[config.mk]
export PLATFORM = sky130hd
export DESIGN_NAME = keypad_prio_encoder
export DESIGN_NICKNAME = d
export VERILOG_FILES = /design/src/rtl/keypad_prio_encoder.sv
export SDC_FILE = /design/constraint.sdc
export NUM_CORES = 1
export LEC_CHECK = 0
export BUFFER_PORTS_ARGS = -buffer_cell sky130_fd_sc_hd__buf_2
export CAP_MARGIN = 20
export CORE_MARGIN = 2
export CORE_UTILIZATION = 30
export DETAILED_ROUTE_END_ITERATION = 12
export PLACE_DENSITY = 0.46
export SKIP_LAST_GASP = 1
export SYNTH_ARGS = -nofsm -noshare
export SYNTH_HDL_FRONTEND = slang
export SYNTH_SLANG_ARGS = --single-unit
[constraint.sdc]
create_clock -name clk -period 2.3 [get_ports clk]
set_input_delay 0 -clock clk [delete_from_list [all_inputs] [get_ports clk]]
set_output_delay 0 -clock clk [all_outputs]
set_load 0.1 [all_outputs]
[src/rtl/keypad_prio_encoder.sv]
// keypad_prio_encoder: registered, debounced priority encoder for keypad lines with one active-low load strobe per press.
// Optional macro KEY_REPEAT_EN adds auto-repeat strobes while a key stays held.
module keypad_prio_encoder #(
  parameter int N_KEYS        = 10,
  parameter int CODE_W        = 4,
  parameter int DEBOUNCE      = 4,
  parameter int REPEAT_CYCLES = 16
) (
  input  logic              clk,
  input  logic              reset,
  input  logic              enable,
  input  logic [N_KEYS-1:0] d_in,
  output logic [CODE_W-1:0] d_out,
  output logic              loadn,
  output logic              key_held
);
`ifdef KEY_REPEAT_EN
  localparam int CMAX = DEBOUNCE > REPEAT_CYCLES ? DEBOUNCE : REPEAT_CYCLES;
`else
  localparam int CMAX = DEBOUNCE;
`endif
  localparam int CW = $clog2(CMAX + 1);
  localparam logic [CW-1:0] DB_LAST = CW'(DEBOUNCE - 1);
`ifdef KEY_REPEAT_EN
  localparam logic [CW-1:0] RP_LAST = CW'(REPEAT_CYCLES - 1);
`endif
  typedef enum logic [2:0] {S_IDLE, S_DEB, S_STROBE, S_HOLD, S_REL} state_t;
  state_t            state, state_n;
  logic [N_KEYS-1:0] sync_r;
  logic [CW-1:0]     cnt, cnt_n;
  logic [CODE_W-1:0] cand, cand_n, cur_code;
  logic              any_key;
  always_comb begin
    cur_code = '0;
    for (int i = 0; i < N_KEYS; i++)
      if (sync_r[i]) cur_code = CODE_W'(i);
  end
  assign any_key = |sync_r;
  always_comb begin
    state_n = state;
    cnt_n   = cnt;
    cand_n  = cand;
    if (!enable) begin
      state_n = S_IDLE;
      cnt_n   = '0;
    end else begin
      case (state)
        S_IDLE:
          if (any_key) begin
            state_n = S_DEB;
            cand_n  = cur_code;
            cnt_n   = '0;
          end
        S_DEB:
          if (!any_key) begin
            state_n = S_IDLE;
            cnt_n   = '0;
          end else if (cur_code != cand) begin
            cand_n = cur_code;
            cnt_n  = '0;
          end else if (cnt == DB_LAST) begin
            state_n = S_STROBE;
            cnt_n   = '0;
          end else cnt_n = cnt + 1'b1;
        S_STROBE: begin
          state_n = S_HOLD;
          cnt_n   = '0;
        end
        S_HOLD:
          if (!any_key) begin
            state_n = S_REL;
            cnt_n   = '0;
          end
`ifdef KEY_REPEAT_EN
          // repeats reuse the strobe state so spacing is REPEAT_CYCLES+1
          else if (cnt == RP_LAST) begin
            state_n = S_STROBE;
            cnt_n   = '0;
          end else cnt_n = cnt + 1'b1;
`endif
        S_REL:
          if (any_key) begin
            state_n = S_HOLD;
            cnt_n   = '0;
          end else if (cnt == DB_LAST) begin
            state_n = S_IDLE;
            cnt_n   = '0;
          end else cnt_n = cnt + 1'b1;
        default: begin
          state_n = S_IDLE;
          cnt_n   = '0;
        end
      endcase
    end
  end
  // outputs are registered from the next state so they align with the state register
  always_ff @(posedge clk or posedge reset) begin
    if (reset) begin
      sync_r   <= '0;
      state    <= S_IDLE;
      cnt      <= '0;
      cand     <= '0;
      d_out    <= '0;
      loadn    <= 1'b1;
      key_held <= 1'b0;
    end else begin
      sync_r   <= d_in;
      state    <= state_n;
      cnt      <= cnt_n;
      cand     <= cand_n;
      loadn    <= state_n != S_STROBE;
      key_held <= state_n inside {S_STROBE, S_HOLD, S_REL};
      if (state_n == S_STROBE) d_out <= cand;
    end
  end
endmodule

==> impl_summary.md <==
Worst hold path
For hold timing, the worst endpoint is state[2]. The tightest min-delay check is of the in -> reg type. The worst min-delay path startpoint is enable. The worst hold path passes through 3 cells.

Global routing
The global route total overflow is 0. The via count of the first global-routing pass is ~930. The first global-routing pass estimated a little over 4 mm of wire. The maximum number of pins on one net before global-route repair is 27. The total global-route track usage is between 10% and 20%.

The number of antenna violations at the first check in global routing is 0.

Synth
Measured against the total synthesized area, the mux share comes to approximately 7.2%. The post-synthesis compound-gate area fraction is between 10% and 20%. The main combinational cell family by area after synthesis is simple AND/OR/NAND/NOR gates. After Yosys synthesis, XOR and XNOR cells account for 0.712% of the synthesized area.

After synthesis the cells add up to between 1000 and 1500 um2. The cell count after synthesis is 110. The part of the Yosys area used for sequential elements is about 53%.

The most frequently used flop master after synthesis is sky130_fd_sc_hd__dfrtp_1. The Yosys step of the flow raised 0 warnings. The proportion of synthesized flip-flops having asynchronous set or reset is 100%.

The average cell area after synthesis is 11.2 um2. The synthesized design contains 0 enable-type register cells. The register bit count reported by yosys is 26. The net count of the mapped netlist is 124. The synthesized netlist devotes 1.02% of its cell area to adder and majority cells. In this run, distinct cell masters in the synthesized netlist total 37. Of the total synthesized cell area, the portion taken by AND, OR, NAND and NOR gates is about a quarter.

STA
Setup violations remaining at the end of the flow were counted as 0. Summed over all failing endpoints, the final setup total negative slack is 0 ns. The number of hold-slack violations in the final timing report is 0.

Measured against its own limit, the worst slew margin works out to 67.7%. Clock skew on the completed layout was measured at 0.00204 ns. Setup repair after global routing left no endpoint under its margin. Hold timing on the final database bottoms out at a slack of about 0.06 ns.

The final cycle utilization of the critical path is 95.5%. The max-slew violation count came to 0. The slew at the pin closest to its max-slew limit is ~0.49 ns. Derived from the worst setup path, the maximum achievable clock frequency is 455 MHz. The time the final worst path needs with I/O delays and setup is 2.20 ns.

Routing
The number of optimization iterations in the first detailed-route pass is 4. The routed layout has 925 vias. After the first detailed-routing iteration, the DRC count stood at 53. The total wire length is 2.34 mm. For this run, design rule violations remaining after detail routing come to 0. The post-detailed-route wirelength per cell is roughly 12 um. The number of nets with antenna violations after routing is 0. The average vias per placed instance is 4.72.

Critical path
The slowest library cell on the worst path is sky130_fd_sc_hd__dfrtp_1. Broken down by cell family, the worst path's largest delay share belongs to compound AO/OA/AOI/OAI gates. The critical path data arrival time is 2.36 ns.

Counting cells, the worst reg-to-reg path comes to 6. The nature of the critical path startpoint is a flop. In this run the critical register-to-register path is launched from cand[0].

For flop-to-flop paths, the worst setup slack is approximately 0.10 ns. Counting both buffers and inverters, the worst setup path holds a total of 0. The worst-path maximum fanout is 7. The setup path with the least slack is of type reg -> reg. The capture instance of the worst register-to-register path is cand[1]. The origin of the worst setup path is cand[0]. STA classifies the critical path endpoint as a flop. Traced cell by cell, the critical path runs through or2_2 > a2111o_1 > o311ai_1 > nor4_4 > a21boi_1 > mux2_2. At the worst endpoint, the required time is approximately 2.5 ns. The maximum single-stage delay on the critical path is 0.44 ns.

Placement
Buffers placed on the I/O ports in this run total 18. The total half-perimeter wirelength after legalization and detailed placement is about 1.7 mm. The global placer's final weighted congestion is ~0.8. The instance area after placement is 1400 um2.

CTS
The clock root buffer master is sky130_fd_sc_hd__clkbuf_8. The clock latency of the later-clocked register in the worst-skew pair is 0.27 ns. Counting along the longest clock path gives a buffer depth of 2. The total CTS buffers is 3. Buffers added to address setup during post-CTS repair amount to 0.

The total number of H-tree levels is 1. The clock transition at the registers of the reported paths is about 0.090 ns. The CTS tree is yes. The clock net sink count is 26.

Outcome
The run finished with clean final reports.

Floorplanning
Row generation in the floorplan step produced 23 rows. Once the floorplan was initialized, standard cells occupied 31.0% of the core. The floorplan step defined a die boundary enclosing 4630 um2. The die extent in y is 68.0 um. From left edge to right edge, the die measures 68.0 um. The region available for standard cell placement spans 3970 um2. The number of ports placed on the die boundary is 19.

Cells and area
The share of layout cells above drive strength 1 is 26.7%. The cell area after layout is 1620 um2. The area occupied by registers is 652 um2. The layout overhead on the synthesized area is 31.3%.

The number of fill cells in the layout is 394. The multi-input combinational cells in the finished layout cover a total of between 500 and 600 um2. The repair_antennas step left the layout with diodes totalling 0. The number of nets in the layout is 161.

Run
Max-cap violations in this run came to 0.

Power
The static power due to leakage is a little over 0.7 nW. VDD sags by at most 0.353 mV. The areal power density over the cells is 615 nW/um2.
-- placed cells by master (no fill, tap or decap), types with 2 or more instances in the layout --
cell                            count
sky130_fd_sc_hd__mux2_2             7
sky130_fd_sc_hd__buf_4              3
sky130_fd_sc_hd__dlygate4sd3_1     11
sky130_fd_sc_hd__nor3_1             7
sky130_fd_sc_hd__buf_2             18
sky130_fd_sc_hd__nor4_4             2
sky130_fd_sc_hd__inv_1              5
sky130_fd_sc_hd__nor2b_1            5
sky130_fd_sc_hd__nor3b_1            2
sky130_fd_sc_hd__a32oi_1            2
sky130_fd_sc_hd__nand2b_1           5
sky130_fd_sc_hd__nor2_1             9
sky130_fd_sc_hd__a21oi_1            5
sky130_fd_sc_hd__nand3_1            3
sky130_fd_sc_hd__dfrtp_1           25
sky130_fd_sc_hd__clkbuf_8           3
sky130_fd_sc_hd__o21ai_0            5
sky130_fd_sc_hd__nand2_1            5
-- Yosys cell counts (3+ instances only) --
master,count,share of area [%]
sky130_fd_sc_hd__inv_1,5,1.5
sky130_fd_sc_hd__o21ai_0,5,2.0
sky130_fd_sc_hd__nor2b_1,5,2.5
sky130_fd_sc_hd__dfrtp_1,25,51
sky130_fd_sc_hd__nor3_1,7,2.8
sky130_fd_sc_hd__mux2_2,7,6.4
sky130_fd_sc_hd__nand2_1,5,1.5
sky130_fd_sc_hd__nand2b_1,5,2.5
sky130_fd_sc_hd__nand3_1,3,1.2
sky130_fd_sc_hd__nor2_1,9,2.7
sky130_fd_sc_hd__a21oi_1,5,2.0
-- kinds of logic after synthesis --
| group | count (synthesis) |
|---|---|
| muxes | 8 |
| xor gates and xnor gates | 1 |
| and+or+nand+nor | 45 |
| buffers and inverters | 6 |
| AOI/OAI and AO/OA | 23 |
| adders and majority gates | 1 |
| DFF | 26 |
-- worst max-delay path by stage --
stage               endpoint  depth (start not counted)
CTS                  cand[2]                          6
global route         cand[1]                          6
global placement     cand[2]                          6
floorplan            cand[1]                          6
detailed placement   cand[2]                          6
finish               cand[1]                          6
-- cell type report --
type / instances / area share (%)
sequential: 26 / 40.4
multi-input combinational: 78 / 34.7
timing repair buffer: 33 / 15.5
tap: 50 / 3.87
clock buffer: 3 / 2.56
clock inverter: 1 / 1.86
inverter: 5 / 1.16
-- flip-flops by register name, summed over array words and instances (netlist names) --
register  count
cand          4
cnt           3
d_out         4
key_held      1
loadn         1
state         3
sync_r       10
-- layer usage --
layer / global-route usage (%) / vias to the layer above / share of wire (%)
li1: - / 472 / -
met1: 14.6 / 430 / 46
met2: 19.2 / 21 / 48
met3: 4.11 / 2 / 4.9
met4: 3.75 / 0 / 1.1
met5: 0 / - / 0
-- where the power goes --
part,total [W],switching (W),internal (W)
Combinational,0.000117,0.0000554,0.0000612
Clock,0.000376,0.000144,0.000233
Sequential,0.000501,0.0000244,0.000476
-- per-stage QoR --
step                cells  utilization [%]  setup WS [ns]  total power, W
CTS                   195             39.9         0.0644         0.00100
global placement      180             35.3         0.0935        0.000607
global route          196             40.7        0.00268         0.00105
finish                196             40.7          0.104        0.000994
floorplan             110                -          0.264        0.000576
detailed placement    180             35.3         0.0942        0.000608
-- repair_timing --
action	CTS	global route
hold buffers	11	0
resized for setup	0	1
endpoints found under the setup margin	0	6
endpoints found under the hold margin	35	0
-- worst reg2reg max path: stages (launching register included) --
cell	delay, ns
sky130_fd_sc_hd__dfrtp_1	0.44
sky130_fd_sc_hd__or2_2	0.31
sky130_fd_sc_hd__a2111o_1	0.35
sky130_fd_sc_hd__o311ai_1	0.15
sky130_fd_sc_hd__nor4_4	0.12
sky130_fd_sc_hd__a21boi_1	0.34
sky130_fd_sc_hd__mux2_2	0.38
Power figures use the tool's default switching activity.
